==> config.mk <==
export PLATFORM = sky130hd
export DESIGN_NAME = frame_update_arbiter
export DESIGN_NICKNAME = d
export VERILOG_FILES = /design/src/rtl/frame_update_arbiter_pkg.sv /design/src/rtl/vblank_edge_detect.sv /design/src/rtl/frame_update_arbiter.sv
export SDC_FILE = /design/constraint.sdc
export NUM_CORES = 1
export LEC_CHECK = 0
export ABC_AREA = 1
export CAP_MARGIN = 20
export CORE_AREA = 2 2 121 123
export CTS_CLUSTER_SIZE = 20
export DETAILED_ROUTE_END_ITERATION = 10
export DIE_AREA = 0 0 123 125
export SLEW_MARGIN = 20
export SYNTH_ARGS = -nofsm -noshare
export SYNTH_HDL_FRONTEND = slang
export SYNTH_HIERARCHICAL = 1
export SYNTH_SLANG_ARGS = --single-unit
==> constraint.sdc <==
create_clock -name clk -period 1.24 [get_ports clk]
set_input_delay 0.372 -clock clk [delete_from_list [all_inputs] [get_ports clk]]
set_output_delay 0.372 -clock clk [all_outputs]
set_load 0.02 [all_outputs]
==> src/rtl/frame_update_arbiter_pkg.sv <==
// Shared definitions for the frame-synchronous display path: FSM state encoding,
// the displayed-number width and the default vertical timing landmarks.
package frame_update_arbiter_pkg;

    localparam int         FUA_NUM_W = 33;
    localparam logic [9:0] FUA_VBP   = 10'd31;
    localparam logic [9:0] FUA_VFP   = 10'd511;

    typedef enum logic [1:0] {
        ST_ACTIVE = 2'd0,
        ST_COMMIT = 2'd1,
        ST_BLANK  = 2'd2
    } frame_state_e;

    localparam logic SRC_A = 1'b0;
    localparam logic SRC_B = 1'b1;

    // B wins when it is the only one pending, or when both pend and A went last.
    function automatic logic pick_b(input logic pend_a, input logic pend_b,
                                    input logic last_src);
        return pend_b & (~pend_a | (last_src == SRC_A));
    endfunction

endpackage

==> src/rtl/vblank_edge_detect.sv <==
// Turns the level "vc is on the first blanking line" into a one-cycle pulse on
// its rising edge. The compare register resets high so a reset released on that line never fires.
module vblank_edge_detect
    import frame_update_arbiter_pkg::*;
#(
    parameter logic [9:0] VFP = FUA_VFP
) (
    input  logic       clk,
    input  logic       rst_n,
    input  logic [9:0] vc,
    output logic       pulse
);

    logic at_vfp;
    logic at_vfp_q;

    assign at_vfp = (vc == VFP);
    assign pulse  = at_vfp & ~at_vfp_q;

    always_ff @(posedge clk or negedge rst_n) begin
        if (!rst_n) begin
            at_vfp_q <= 1'b1;
        end else begin
            at_vfp_q <= at_vfp;
        end
    end

endmodule

==> src/rtl/frame_update_arbiter.sv <==
// Collects display updates from the entry and result paths into one-entry slots and
// commits at most one of them to the displayed number per frame, during vertical blank.
module frame_update_arbiter
    import frame_update_arbiter_pkg::*;
#(
    parameter logic [9:0] VBP   = FUA_VBP,
    parameter logic [9:0] VFP   = FUA_VFP,
    parameter int         NUM_W = FUA_NUM_W
) (
    input  logic             clk,
    input  logic             rst_n,
    input  logic [9:0]       vc,
    input  logic             a_valid,
    input  logic [NUM_W-1:0] a_data,
    output logic             a_ready,
    input  logic             b_valid,
    input  logic [NUM_W-1:0] b_data,
    output logic             b_ready,
    output logic [NUM_W-1:0] number,
    output logic             frame_tick,
    output logic             last_src,
    output logic [1:0]       dbg_state
);

    // Handshake: a transfer happens on a clock edge where x_valid and x_ready are
    // both high; x_data is sampled only then, and x_valid is ignored while x_ready is low.

    frame_state_e     state;
    logic             vfp_rise;
    logic             pend_a;
    logic             pend_b;
    logic [NUM_W-1:0] data_a;
    logic [NUM_W-1:0] data_b;
    logic             commit_now;
    logic             win_a;
    logic             win_b;

    vblank_edge_detect #(
        .VFP (VFP)
    ) u_vblank_edge_detect (
        .clk   (clk),
        .rst_n (rst_n),
        .vc    (vc),
        .pulse (vfp_rise)
    );

    assign a_ready    = ~pend_a;
    assign b_ready    = ~pend_b;
    assign dbg_state  = state;
    assign commit_now = (state == ST_COMMIT);
    assign win_b      = pick_b(pend_a, pend_b, last_src);
    assign win_a      = pend_a & ~win_b;

    always_ff @(posedge clk or negedge rst_n) begin
        if (!rst_n) begin
            state      <= ST_ACTIVE;
            frame_tick <= 1'b0;
            number     <= '0;
            last_src   <= SRC_B;
        end else begin
            frame_tick <= 1'b0;
            unique case (state)
                ST_ACTIVE: begin
                    if (vfp_rise) begin
                        state      <= ST_COMMIT;
                        frame_tick <= 1'b1;
                    end
                end
                ST_COMMIT: begin
                    state <= ST_BLANK;
                    if (win_b) begin
                        number   <= data_b;
                        last_src <= SRC_B;
                    end else if (win_a) begin
                        number   <= data_a;
                        last_src <= SRC_A;
                    end
                end
                ST_BLANK: begin
                    if (vc == VBP) begin
                        state <= ST_ACTIVE;
                    end
                end
                default: begin
                    state <= ST_ACTIVE;
                end
            endcase
        end
    end

    // A slot can only be captured while empty, and only cleared while full,
    // so capture and clear never collide in the same cycle.
    always_ff @(posedge clk or negedge rst_n) begin
        if (!rst_n) begin
            pend_a <= 1'b0;
            data_a <= '0;
        end else if (a_valid && !pend_a) begin
            pend_a <= 1'b1;
            data_a <= a_data;
        end else if (commit_now && win_a) begin
            pend_a <= 1'b0;
        end
    end

    always_ff @(posedge clk or negedge rst_n) begin
        if (!rst_n) begin
            pend_b <= 1'b0;
            data_b <= '0;
        end else if (b_valid && !pend_b) begin
            pend_b <= 1'b1;
            data_b <= b_data;
        end else if (commit_now && win_b) begin
            pend_b <= 1'b0;
        end
    end

endmodule

==> summary.md, run 1 <==
| Metric | Value |
|---|---|
| Largest fanout on the critical path | `12` |
| GP Congestion | `between 0.8 and 0.9` |
| Synth warn | `6` |
| Cell taking the most area after synthesis | `dfrtp_1` |
| Initial Utilization | `0.333` |
| Max_cap viols | `0` |
| DRC Markers | `0` |
| Tcrit/Tclk final | `1.13` |
| Relative slew margins | `0.773` |
| Total track usage | `0.178` |
| RR Endpoint | `number[25]` |
| Commonest non-fill, non-tap cell in the layout | `nand2_1` |
| Critical Path AT | `~1600 ps` |
| Routed len/inst | `~16 um` |
| Int Power | `5.28 mW` |
| CP Capture Point | `number[25]` |
| First-pass detailed-route iteration total | `4` |
| WP data required | `1480 ps` |
| Worst Max-Slew Pin Slew | `about 340 ps` |
| Synth-to-layout area growth | `56.3%` |
| Combinational share of power | `0.095` |
| Placed instance area | `between 0.006 and 0.007 mm2` |
| Final ANT Viol Nets | `0` |
| CTS clk-pin slew, worst paths | `~70 ps` |
| Synth area leaders | `dfrtp_1 55%, nand2_1 19%, a21oi_2 4.8%` |
| Initial antenna violation count | `0` |
| Synth Register Bits | `about 110` |
| IO buf count | `118` |
| Vias in the first global route | `a little over 4000` |
| Share of post-route cells with drive strength above 1 | `0.288` |
| DP Cell Count | `862` |
| Die height | `approximately 130 um` |
| Worst r2r src | `last_src` |
| Switching pwr | `between 1.5 and 2 mW` |
| DP Wirelength | `8.55 mm` |
| DIE AREA | `0.0154 mm2` |
| Fin cells | `about 900` |
| Layout Skew | `~7.6 ps` |
| Min Tclk post-route | `1400 ps` |
| Violated checks | `setup timing` |
| Worst reg-to-reg path cell count | `7` |
| Netlist cell types | `22` |
| Slew Viols, Final | `0` |
| FMAX | `715 MHz` |
| Clock power frac | `0.388` |
| Top cell type's share of synthesized area | `0.550` |
| Crit. End Element | `register` |
| Most frequent cells in the layout | `215 x nand2_1, 104 x dfrtp_1, 76 x clkdlybuf4s50_1` |
| Core ar. | `between 0.01 and 0.015 mm2` |
| Clock sinks | `106` |
| DR vias/cell | `4.53` |
| Synth Net Count | `approximately 630` |
| Clk buf depth | `2` |
| Routed WL | `between 10 and 15 mm` |
| Fin. Hold Viols | `0` |
| Status | `finished, violations left` |
| DR vias | `between 4000 and 5000` |
| Critical path class | `register to register` |
| Setup WS pre-CTS | `-326 ps` |
| Initial DRC Count | `224` |
| CTS buffer count | `9` |
| H-tree levels | `3` |
| Fillers | `1319` |
| Reg2Reg Setup Slack | `-160 ps` |
| Largest net degree at the start of global routing | `43` |
| Root buffer selected by CTS | `clkbuf_16` |
| Static Leakage | `3.92 nW` |
| Worst-skew pair later-pin latency | `between 300 and 400 ps` |
| Post-synthesis sequential area ratio | `0.562` |
| Net Sw Frac | `0.237` |
| Type of origin of the critical path | `register` |
| Post-Synthesis Cells | `552` |
| ANT cells | `0` |
| Final WS setup | `-158 ps` |
| Row count | `44` |
| Peak VDD IR | `0.574 mV` |
| Ports | `119` |
| Critical Path Source | `last_src` |
| GRT overflow | `0` |
| Class of the worst hold path | `primary input to asynchronous set/reset pin` |
| Cell area power density | `~940 mW/mm2` |
| Reg power frac | `0.517` |
| First-pass GRT wire length | `21.0 mm` |
| CTS tree | `built` |
| Synth Cell Area | `approximately 0.0047 mm2` |
| RSZ-0062 raised after global routing | `true` |
| Endpoints failing setup | `74` |
| Cell area after layout | `0.00739 mm2` |
| Layout Nets | `809` |
| Mean Syn Cell Area | `8.57 um2` |
| Die Wd | `~120 um` |
[cell type report]
| class | instances | area [um2] | area share |
|---|---|---|---|
| Tap cell | 184 | 230 | 0.0312 |
| Clock inverter | 5 | 41.3 | 0.00559 |
| Sequential cell | 106 | 2660 | 0.359 |
| Timing Repair inverter | 1 | 8.76 | 0.00119 |
| Clock buffer | 10 | 229 | 0.0310 |
| Multi-Input combinational cell | 378 | 1910 | 0.258 |
| Timing Repair Buffer | 193 | 2160 | 0.292 |
| Inverter | 40 | 160 | 0.0217 |
[how the worst min path moves through the flow]
stage | from | depth (start not counted) | end
after detailed placement | rst_n | 1 | dbg_state[0]
after global routing | rst_n | 2 | pend_b
after CTS | rst_n | 2 | pend_b
after floorplan | rst_n | 0 | data_a[0]
after global placement | rst_n | 1 | frame_tick
final | rst_n | 2 | pend_b
[logic make-up after synthesis]
| family | Yosys count | share of synthesized area |
|---|---|---|
| compound gates | 58 | 0.0860 |
| flops | 106 | 0.562 |
| buf+inv | 69 | 0.0836 |
| simple gates | 319 | 0.269 |
[sequential cells by signal, indices dropped and copies added (netlist names)]
register                       cells
data_a                            33
last_src                           1
pend_b                             1
u_vblank_edge_detect/at_vfp_q      1
frame_tick                         1
dbg_state                          2
pend_a                             1
number                            33
data_b                            33
[synth_stat cells, drive strengths merged]
master	n
a21oi	28
nand2	240
o21ai	30
inv	40
nand3	41
dfstp	2
buf	21
clkbuf	8
dfrtp	104
nor2	38
[power groups by stage]
stage | logic, mW | clock network [mW] | registers (mW)
after floorplan | 0.213 | 0 | 3.64
after global placement | 0.621 | 0 | 3.65
after detailed placement | 0.630 | 0 | 3.65
after CTS | 0.640 | 2.75 | 3.58
after global routing | 0.723 | 2.89 | 3.59
final | 0.657 | 2.69 | 3.58
[layer usage]
layer	share of wire	vias to the layer above	track usage	routed length, um
met3	0.036	12	0.0383	519
met1	0.45	1990	0.241	6510
met4	0.012	0	0.0568	170
li1	-	2069	-	-
met5	0	-	0	0
met2	0.50	84	0.286	7180
[what timing repair did]
| action | 4_1_cts | 5_1_grt |
|---|---|---|
| buffers inserted | 12 | 13 |
| gates resized for setup | 258 | 59 |
| setup endpoints to repair | 107 | 136 |
| hold endpoints to repair | 12 | 0 |
| hold buffers | 1 | 0 |
| cloned | 4 | 10 |
| pin swaps | 2 | 27 |
[critical path, cell delays in order (launching register included)]
cell and delay (ps):
dfstp_2 550, buf_6 120, nand2_8 70, nand2_8 150, clkbuf_16 190, o21ai_1 70
nand2_1 70, nand2_1 60
[per-stage QoR]
stage / utilization / total power [mW] / hold slack [ps] / TNS [ps]
2_1_floorplan: - / 3.86 / 76.4 / 0
3_5_place_dp: 0.442 / 4.28 / 278 / -24160
3_3_place_gp: 0.442 / 4.27 / 280 / -22040
4_1_cts: 0.483 / 6.97 / 441 / -4360
6_report: 0.520 / 6.92 / 447 / -4830
5_1_grt: 0.520 / 7.20 / 451 / -7730
Note: power is estimated with default switching activity, not from simulation.
==> run 2, diff against run 1 <==
--- a/config.mk
+++ b/config.mk
@@ -6,11 +6,13 @@
 export NUM_CORES = 1
 export LEC_CHECK = 0
 export ABC_AREA = 1
-export CAP_MARGIN = 20
+export CAP_MARGIN = 10
 export CORE_AREA = 2 2 121 123
 export CTS_CLUSTER_SIZE = 20
 export DETAILED_ROUTE_END_ITERATION = 10
 export DIE_AREA = 0 0 123 125
+export PLACE_DENSITY_LB_ADDON = 0.05
+export SKIP_CTS_REPAIR_TIMING = 1
 export SLEW_MARGIN = 20
 export SYNTH_ARGS = -nofsm -noshare
 export SYNTH_HDL_FRONTEND = slang
==> run 2 against run 1 <==
Compared with the run above: the flow still finishes with violations (setup timing); die area stayed put; first-iteration DRC count is 14% lower; final area down 1.6%; register-to-register slack improved by 40 ps; clock-buffer cell count rose by 3; sequential power about the same; clock skew down 0.84 ps; critical path type is now register to primary output; critical endpoint is now last_src; largest power group unchanged.
==> summary.md, run 2 (synthesis gave the netlist of run 1 again) <==
| Metric | Value |
|---|---|
| Status | `finished, violations left` |
| Violated checks | `setup timing` |
| Reg2Reg Setup Slack | `-120 ps (+40 ps)` |
| CP max stage cell | `dfstp_2` |
| Final ANT Viol Nets | `0 (unchanged)` |
| Critical path's top delay family | `flip-flops` |
| Row count | `44 (unchanged)` |
| Initial Utilization | `0.333 (unchanged)` |
| Peak VDD IR | `0.983 mV (+71%)` |
| First-pass GRT wire length | `20.0 mm (-4.6%)` |
| Routed len/inst | `14.4 um (-8.0%)` |
| DIE AREA | `0.0154 mm2 (unchanged)` |
| DRC Markers | `0 (unchanged)` |
| First-pass detailed-route iteration total | `4 (unchanged)` |
| Ports | `119 (unchanged)` |
| Fillers | `1350 (+2.4%)` |
| Share of post-route cells with drive strength above 1 | `0.286 (-0.00175)` |
| Core ar. | `0.0142 mm2 (unchanged)` |
| FMAX | `721 MHz (+0.84%)` |
| DR vias | `4048 (-2.6%)` |
| Cell area after layout | `0.00727 mm2 (-1.6%)` |
| Initial antenna violation count | `0 (unchanged)` |
| Setup TNS | `-3610 ps (+1230 ps)` |
| CTS buffer count | `9 (unchanged)` |
| CTS tree | `built` |
| Clock sinks | `106 (unchanged)` |
| Clk buf depth | `2 (unchanged)` |
| Critical Path Source | `last_src` |
| Commonest non-fill, non-tap cell in the layout | `nand2_1` |
| CTS clk-pin slew, worst paths | `70 ps (about the same)` |
| Routed WL | `13.1 mm (-9.3%)` |
| IO buf count | `118 (unchanged)` |
| Largest fanout on the critical path | `2 (-10)` |
| Die height | `125 um (unchanged)` |
| Largest net degree at the start of global routing | `35 (-19%)` |
| GRT overflow | `0 (unchanged)` |
| Crit. End Element | `primary output` |
| Worst reg-to-reg path cell count | `8 (+1)` |
| Synth-to-layout area growth | `53.7%` |
| Layout Nets | `795 (-1.7%)` |
| Final WS setup | `-147 ps (+11.6 ps)` |
| Critical Path AT | `1010 ps (-630 ps)` |
| Static Leakage | `3.77 nW (-4.0%)` |
| Largest regs | `data_a (33), data_b (33), number (33)` |
| Root buffer selected by CTS | `clkbuf_16` |
| Total track usage | `0.168 (-0.0101)` |
| Min Tclk post-route | `1390 ps (-11.6 ps)` |
| H-tree levels | `3 (unchanged)` |
| Type of origin of the critical path | `register` |
| Cell area power density | `1010 mW/mm2 (+7.4%)` |
| Worst-skew pair later-pin latency | `350 ps (about the same)` |
| Most frequent cells in the layout | `218 x nand2_1, 104 x dfrtp_1, 78 x clkdlybuf4s50_1` |
| Slew Viols, Final | `0 (unchanged)` |
| Worst Max-Slew Pin Slew | `331 ps (-9.68 ps)` |
| Relative slew margins | `0.779 (+0.00613)` |
| RSZ-0062 raised after global routing | `true` |
| Crit-path max cell delay | `550 ps (about the same)` |
| CP Cell Sequence | `buf_6` |
| RR Endpoint | `number[18]` |
| Worst r2r src | `last_src` |
| Endpoints failing setup | `72 (-2.7%)` |
| GP Congestion | `0.776 (-7.5%)` |
| Tcrit/Tclk final | `1.12 (-0.00939)` |
| Fin. Hold Viols | `0 (unchanged)` |
| Critical path buffers and inverters | `1 (-1)` |
| Tot Pwr | `7.31 mW (+5.6%)` |
| Max_cap viols | `0 (unchanged)` |
| Critical path class | `register to primary output` |
| DR vias/cell | `4.48 (-1.2%)` |
| ANT cells | `0 (unchanged)` |
| DP Wirelength | `8.45 mm (-1.2%)` |
| Layout Skew | `6.81 ps (-0.841 ps)` |
| Class of the worst hold path | `primary input to asynchronous set/reset pin` |
| Setup WS pre-CTS | `-271 ps (+55.7 ps)` |
| Placed instance area | `0.00635 mm2 (+1.3%)` |
| Vias in the first global route | `3955 (-4.4%)` |
| Initial DRC Count | `193 (-14%)` |
| WP data required | `870 ps (-610 ps)` |
| Die Wd | `123 um (unchanged)` |
-- run 2: changes by cell type in the layout (fill, tap and decap cells not counted), moves of 6 or more --
cell / change
buf_4: -8
nor2_1: -10
buf_12: +6
nor2_2: +11
-- run 2: final cells by class --
class,instances,area [um2],share of cell area
multi-input combinational,378,1900,0.262
tap,184,230,0.0317
timing repair buffer,180,1990,0.274
sequential,106,2660,0.365
clock inverter,3,45.0,0.00620
inverter,40,163,0.0224
clock buffer,13,280,0.0386
-- run 2: worst max path at each step --
| stage | to | slack [ps] | cells after the start |
|---|---|---|---|
| after floorplan | number[14] | 30 | 7 |
| after global placement | data_a[12] | -250 | 5 |
| after detailed placement | data_a[12] | -270 | 5 |
| after CTS | last_src | -630 | 1 |
| after global routing | number[26] | -190 | 8 |
| final | last_src | -150 | 1 |
-- run 2: per-stage QoR --
stage / utilization / cells / hold WS (ps)
after floorplan: - / 552 / 76.4
final: 0.512 / 904 / 459
after global placement: 0.447 / 866 / 295
after global routing: 0.512 / 904 / 478
after CTS: 0.470 / 882 / -100
after detailed placement: 0.447 / 866 / 293
-- run 2: per-layer routing --
layer / share of wire / vias to the layer above / GRT usage / wire length, um
li1: - / 2043 / - / -
met1: 0.46 / 1902 / 0.230 / 6050
met2: 0.47 / 88 / 0.262 / 6190
met3: 0.047 / 15 / 0.0452 / 616
met4: 0.015 / 0 / 0.0501 / 199
met5: 0 / - / 0 / 0
-- run 2: power by group --
part	leakage [nW]	internal (mW)	switching, mW	total (mW)
combinational	2.27	0.373	0.293	0.666
clock	0.154	1.79	1.28	3.06
sequential	1.35	3.55	0.0321	3.58
==> run 3, diff against run 2 <==
--- a/config.mk
+++ b/config.mk
@@ -8,9 +8,11 @@
 export ABC_AREA = 1
 export CAP_MARGIN = 10
 export CORE_AREA = 2 2 121 123
+export CTS_CLUSTER_DIAMETER = 150
 export CTS_CLUSTER_SIZE = 20
 export DETAILED_ROUTE_END_ITERATION = 10
 export DIE_AREA = 0 0 123 125
+export HOLD_SLACK_MARGIN = 0.15
 export PLACE_DENSITY_LB_ADDON = 0.05
 export SKIP_CTS_REPAIR_TIMING = 1
 export SLEW_MARGIN = 20
==> results of run 3 <==
No change in the layout: final DEF, timing and power equal those of run 2.
